[config.mk]
export PLATFORM = sky130hd
export DESIGN_NAME = unary_prefix_encoder
export DESIGN_NICKNAME = d
export VERILOG_FILES = /design/src/rtl/unary_prefix_encoder.sv
export SDC_FILE = /design/constraint.sdc
export NUM_CORES = 1
export LEC_CHECK = 0
export CORE_AREA = 4 4 122 95
export CTS_CLUSTER_DIAMETER = 60
export DETAILED_ROUTE_END_ITERATION = 16
export DIE_AREA = 0 0 126 99
export GPL_ROUTABILITY_DRIVEN = 0
export GPL_TIMING_DRIVEN = 0
export PLACE_DENSITY_LB_ADDON = 0.15
export SYNTH_ARGS = -nofsm -noshare
export SYNTH_HDL_FRONTEND = slang
export SYNTH_SLANG_ARGS = --single-unit
[constraint.sdc]
create_clock -name clk -period 6.7 [get_ports clk]
set_clock_uncertainty 0.15 [all_clocks]
set_input_delay 1.005 -clock clk [delete_from_list [all_inputs] [get_ports clk]]
set_output_delay 1.005 -clock clk [all_outputs]
set_load 0.02 [all_outputs]
[src/rtl/unary_prefix_encoder.sv]
// unary_prefix_encoder: packs counts as n ones plus a zero terminator, MSB-first, into W-bit words.
// Define UPE_FLUSH_EN to add the flush_req port for emitting zero-padded partial words.
module unary_prefix_encoder #(
    parameter int W  = 8,
    parameter int CW = 8
) (
    input  logic          clk,
    input  logic          rst_n,
    input  logic [CW-1:0] in_count,
    input  logic          in_valid,
    output logic          in_ready,
    output logic [W-1:0]  out_word,
    output logic          out_valid,
    input  logic          out_ready
`ifdef UPE_FLUSH_EN
    ,
    input  logic          flush_req
`endif
);
    localparam int FW = $clog2(W);
    localparam int SW = (CW > FW + 1) ? CW : FW + 1;

    typedef enum logic {IDLE, RUN} state_t;

    state_t        state;
    logic [W-1:0]  pack;
    logic [FW-1:0] fill;
    logic [CW-1:0] r;
    logic [CW-1:0] r_cur;
    logic [SW-1:0] rx, sp, nf;
    logic [W-1:0]  nbuf;
    logic          blocked, fits, complete, go, flush;

    assign blocked  = out_valid && !out_ready;
    assign in_ready = (state == IDLE) && !blocked;
    assign r_cur    = (state == IDLE) ? in_count : r;
    assign rx       = SW'(r_cur);
    assign sp       = SW'(W) - SW'(fill);
    assign fits     = rx < sp;
    assign nf       = SW'(fill) + rx + SW'(1);
    // Top r_cur ones (or a full run) shifted down to the current fill point.
    assign nbuf     = pack | (fits ? ((~({W{1'b1}} >> r_cur)) >> fill) : ({W{1'b1}} >> fill));
    assign complete = !fits || (nf == SW'(W));
    assign go       = ((state == RUN) || (in_valid && in_ready)) && !(complete && blocked);

`ifdef UPE_FLUSH_EN
    assign flush = (state == IDLE) && !in_valid && (fill != '0) && flush_req && !blocked;
`else
    assign flush = 1'b0;
`endif

    always_ff @(posedge clk or negedge rst_n) begin
        if (!rst_n) begin
            state     <= IDLE;
            pack      <= '0;
            fill      <= '0;
            r         <= '0;
            out_word  <= '0;
            out_valid <= 1'b0;
        end else begin
            if ((go && complete) || flush) begin
                out_word  <= go ? nbuf : pack;
                out_valid <= 1'b1;
            end else if (out_ready) begin
                out_valid <= 1'b0;
            end
            if (go) begin
                pack  <= complete ? '0 : nbuf;
                fill  <= complete ? '0 : FW'(nf);
                r     <= fits ? '0 : CW'(rx - sp);
                state <= fits ? IDLE : RUN;
            end else if (flush) begin
                pack <= '0;
                fill <= '0;
            end
        end
    end
endmodule

==> flow_results.xml <==
<?xml version="1.0" encoding="UTF-8"?>
<metrics>
  <group name="worst_setup_path">
    <metric name="cp.depth" unit="">13</metric>
    <metric name="cp_slowest_cell" unit="">sky130_fd_sc_hd__a31oi_4</metric>
    <metric name="timing.critical_path.required" unit="ns">6.71</metric>
    <metric name="crit_arrival" unit="ns">4.49</metric>
    <metric name="critPathLaunchType" unit="">register</metric>
    <metric name="path_buf_inv" unit="">5</metric>
    <metric name="worstRegToRegCells" unit="">13</metric>
    <metric name="setup.worst_path.class" unit="">register to register</metric>
    <metric name="critPathMaxFanout" unit="">10</metric>
    <metric name="crit_family" unit="">buffers and inverters</metric>
    <metric name="path_cells" unit="">buf_6 &gt; buf_4 &gt; buf_4 &gt; clkbuf_1 &gt; mux2i_1 &gt; ha_1 &gt; inv_1 &gt; fa_1 &gt; or3_1 &gt; a21oi_2 &gt; o31ai_4 &gt; a31oi_4 &gt; mux2_4</metric>
    <metric name="worst_setup_path_end_kind" unit="">register</metric>
    <metric name="path_common_cell" unit="">sky130_fd_sc_hd__buf_4</metric>
    <metric name="worst_path_largest_cell_delay" unit="ns">0.55</metric>
  </group>
  <group name="power_and_ir_drop">
    <metric name="totalPowerFinal" unit="mW">1.02</metric>
    <metric name="p_int" unit="mW">0.569</metric>
    <metric name="switchingPower" unit="mW">0.448</metric>
    <metric name="static-leakage-power" unit="nW">1.12</metric>
    <metric name="power_density" unit="mW/mm^2">356</metric>
    <metric name="ir_drop" unit="V">0.0000873</metric>
    <metric name="netSwitchingFraction" unit="">0.441</metric>
    <metric name="p_comb_frac" unit="">0.526</metric>
    <metric name="clkPwrFrac" unit="">0.222</metric>
    <metric name="seq_power_share" unit="">0.252</metric>
  </group>
  <group name="cts">
    <metric name="insertion_delay" unit="ns">0.29</metric>
    <metric name="hold_buffers" unit="">0</metric>
    <metric name="cts_tree" unit="">done</metric>
    <metric name="cts_inserted_buffers" unit="">5</metric>
    <metric name="postCtsSetupBuffers" unit="">0</metric>
    <metric name="cts.reportedPaths.clkPinSlew" unit="ns">0.06</metric>
    <metric name="post_cts_sizing" unit="">0</metric>
    <metric name="cts-root-buf" unit="">sky130_fd_sc_hd__clkbuf_16</metric>
    <metric name="clockBufferDepth" unit="">2</metric>
    <metric name="htree_levels" unit="">2</metric>
    <metric name="clock_sinks" unit="">29</metric>
  </group>
  <group name="synth">
    <metric name="yosys_warnings" unit="">0</metric>
    <metric name="netlist_area" unit="sq mm">0.00233</metric>
    <metric name="synth_cell_type_count" unit="">67</metric>
    <metric name="yosys_most_used_dff" unit="">sky130_fd_sc_hd__dfrtp_1</metric>
    <metric name="syn_area_per_cell" unit="sq um">9.45</metric>
    <metric name="sequential_element_share_of_the_synthesized_area" unit="">0.311</metric>
    <metric name="yosys.cell_count.top_type" unit="">sky130_fd_sc_hd__dfrtp_1</metric>
    <metric name="nets_in_the_synthesized_netlist" unit="">269</metric>
    <metric name="synth_top_area_frac" unit="">0.311</metric>
    <metric name="synth.top_cells.by_area" unit="">sky130_fd_sc_hd__dfrtp_1 31%, sky130_fd_sc_hd__ha_1 4.3%, sky130_fd_sc_hd__o21ai_0 3.4%, sky130_fd_sc_hd__nand3_1 2.8%, sky130_fd_sc_hd__o31ai_4 2.7%</metric>
    <metric name="synth_area_leader_cell" unit="">sky130_fd_sc_hd__dfrtp_1</metric>
    <metric name="ys_async_sr_fraction" unit="">1.00</metric>
    <metric name="synth_edf_count" unit="">0</metric>
    <metric name="synth-seq-cells" unit="">29</metric>
    <metric name="netlist_top_cells_count" unit="">29 x sky130_fd_sc_hd__dfrtp_1, 16 x sky130_fd_sc_hd__o21ai_0, 14 x sky130_fd_sc_hd__nor2_1</metric>
    <metric name="post_synth_inst_count" unit="">247</metric>
  </group>
  <group name="final_layout">
    <metric name="regArea" unit="sq um">726</metric>
    <metric name="fillers" unit="">1120</metric>
    <metric name="final_cell_count_no_fill" unit="">412</metric>
    <metric name="multi_input_gate_area" unit="sq mm">0.00152</metric>
    <metric name="post_route_cells_drive_above_1_share" unit="">0.127</metric>
    <metric name="antenna_cells" unit="">0</metric>
    <metric name="finish.instance_area" unit="sq mm">0.00285</metric>
    <metric name="final_net_count" unit="">297</metric>
    <metric name="area_growth" unit="%">22.2</metric>
  </group>
  <group name="floorplanning">
    <metric name="placement_row_count" unit="">32</metric>
    <metric name="initial_utilization" unit="">0.228</metric>
    <metric name="die_area" unit="sq mm">0.0125</metric>
    <metric name="dieHeight" unit="microns">99</metric>
    <metric name="floorplan.core_area" unit="sq mm">0.0102</metric>
    <metric name="ios" unit="">22</metric>
    <metric name="die_x" unit="microns">126</metric>
  </group>
  <group name="route">
    <metric name="via_count" unit="">2147</metric>
    <metric name="antenna_left" unit="">0</metric>
    <metric name="routed_wire_length_per_instance" unit="microns">18.6</metric>
    <metric name="wirelength" unit="microns">7660</metric>
    <metric name="drcViolationCount" unit="">0</metric>
    <metric name="drtIter0Drc" unit="">149</metric>
    <metric name="post_drt_via_cell_ratio" unit="">5.21</metric>
    <metric name="detailedRoute.firstPassIterationCount" unit="">4</metric>
  </group>
  <group name="grt">
    <metric name="groute.usage.overall" unit="">0.125</metric>
    <metric name="vias_in_the_first_global_route" unit="">2142</metric>
    <metric name="number_of_antenna_violations_at_the_first_check_in_global_routing" unit="">0</metric>
    <metric name="grt_start_max_net_pins" unit="">30</metric>
    <metric name="gr-total-overflow" unit="">0</metric>
    <metric name="wire_length_of_the_first_global_routing_pass" unit="microns">12300</metric>
  </group>
  <group name="timing">
    <metric name="setup_slack" unit="ns">2.22</metric>
    <metric name="final_period_minus_worst_setup_slack" unit="ns">4.48</metric>
    <metric name="totalNegativeSetupSlack" unit="ns">0</metric>
    <metric name="worstMarginPinSlew" unit="ns">0.756</metric>
    <metric name="finalCritPeriodShare" unit="">0.668</metric>
    <metric name="final_hold_viol_count" unit="">0</metric>
    <metric name="max-slew-margin-rel" unit="">0.496</metric>
    <metric name="rsz0062_at_grt" unit="">no</metric>
    <metric name="number_of_setup_violations_in_the_final_report" unit="">0</metric>
    <metric name="report.final.slew_viol_count" unit="">0</metric>
    <metric name="timing.fmax" unit="MHz">223</metric>
  </group>
  <group name="min_path">
    <metric name="hold_path_class" unit="">register to register</metric>
    <metric name="whs_path_depth" unit="">1</metric>
  </group>
  <group name="placed_design">
    <metric name="post_placement_cell_count" unit="">404</metric>
    <metric name="place.detailed.hpwl" unit="microns">5660</metric>
    <metric name="place.port_buffers" unit="">21</metric>
    <metric name="post_placement_cell_area" unit="sq mm">0.00271</metric>
    <metric name="dpl_worst_slack" unit="ns">2.11</metric>
  </group>
  <group name="flow_run">
    <metric name="maxCapViolations" unit="">0</metric>
  </group>
  <group name="run_status">
    <metric name="run_status" unit="">complete, no violations</metric>
  </group>
</metrics>
-- state kept, by name, summed over array words and instances (netlist names) --
register,count
r,8
out_word,8
pack,8
fill,3
state,1
out_valid,1
-- placed cells by master (no fill, tap or decap), types with 5 or more instances in the layout --
master | netlist | layout
sky130_fd_sc_hd__clkdlybuf4s50_1 | 0 | 20
sky130_fd_sc_hd__nand3_1 | 13 | 13
sky130_fd_sc_hd__a21o_1 | 7 | 7
sky130_fd_sc_hd__dfrtp_1 | 29 | 29
sky130_fd_sc_hd__nand2_1 | 9 | 9
sky130_fd_sc_hd__nor2_1 | 14 | 14
sky130_fd_sc_hd__nor3_1 | 10 | 10
sky130_fd_sc_hd__inv_1 | 7 | 7
sky130_fd_sc_hd__ha_1 | 8 | 8
sky130_fd_sc_hd__clkbuf_1 | 8 | 8
sky130_fd_sc_hd__nor4_1 | 6 | 6
sky130_fd_sc_hd__o211ai_1 | 6 | 6
sky130_fd_sc_hd__o21ai_0 | 16 | 16
sky130_fd_sc_hd__nand2b_1 | 7 | 7
sky130_fd_sc_hd__clkbuf_16 | 0 | 5
sky130_fd_sc_hd__a21oi_1 | 11 | 11
-- final timing paths --
path | slack (ns) | endpoint | startpoint
worst max-delay path | 2.22 | fill[0]$_DFFE_PN0N_ | state$_DFFE_PN0N_
worst min-delay path | 0.34 | out_word[5]$_DFFE_PN0P_ | out_word[5]$_DFFE_PN0P_
worst max register to register | 2.22 | fill[0]$_DFFE_PN0N_ | state$_DFFE_PN0N_
worst min register to register | 0.34 | out_word[5]$_DFFE_PN0P_ | out_word[5]$_DFFE_PN0P_
max in group asynchronous | 5.27 | r[1]$_DFFE_PN0N_ | rst_n
min in group asynchronous | 0.63 | r[7]$_DFFE_PN0N_ | rst_n
-- logic make-up (layout without fill, tap and decap cells) --
logic type	count (synthesis)	count (layout)	share of synthesized area
AO/OA/AOI/OAI	88	88	0.301
XOR/XNOR	6	6	0.0225
adder cells (fa/ha/maj)	10	10	0.0600
buffers and inverters	20	49	0.0386
flip-flops	29	29	0.311
multiplexers	12	12	0.0654
AND/OR/NAND/NOR	82	82	0.202
-- through the flow --
step / util / hold slack (ns)
floorplan: - / 0.321
global route: 0.278 / 0.364
finish: 0.278 / 0.337
CTS: 0.278 / 0.348
global placement: 0.265 / 0.324
detailed placement: 0.264 / 0.331
-- layer usage --
layer,vias up,global-route usage,share of wire
met5,-,0,0
met4,0,0.0363,0.014
met3,9,0.0282,0.045
met2,48,0.170,0.39
met1,1074,0.194,0.55
li1,1016,-,-
-- power groups by stage --
stage / clock (mW) / combinational, mW / sequential (mW)
6_report: 0.225 / 0.535 / 0.257
5_1_grt: 0.236 / 0.587 / 0.264
4_1_cts: 0.231 / 0.535 / 0.257
3_5_place_dp: 0 / 0.532 / 0.259
3_3_place_gp: 0 / 0.529 / 0.259
2_1_floorplan: 0 / 0.383 / 0.261
-- final cells by class --
class,instances,area share
Sequential cell,29,0.254
Timing Repair Buffer,21,0.0719
Multi-Input combinational cell,198,0.532
Inverter,9,0.0118
Buffer,11,0.0197
Clock inverter,3,0.00614
Clock buffer,5,0.0439
Tap cell,136,0.0596
(Power assumes the default switching activity.)
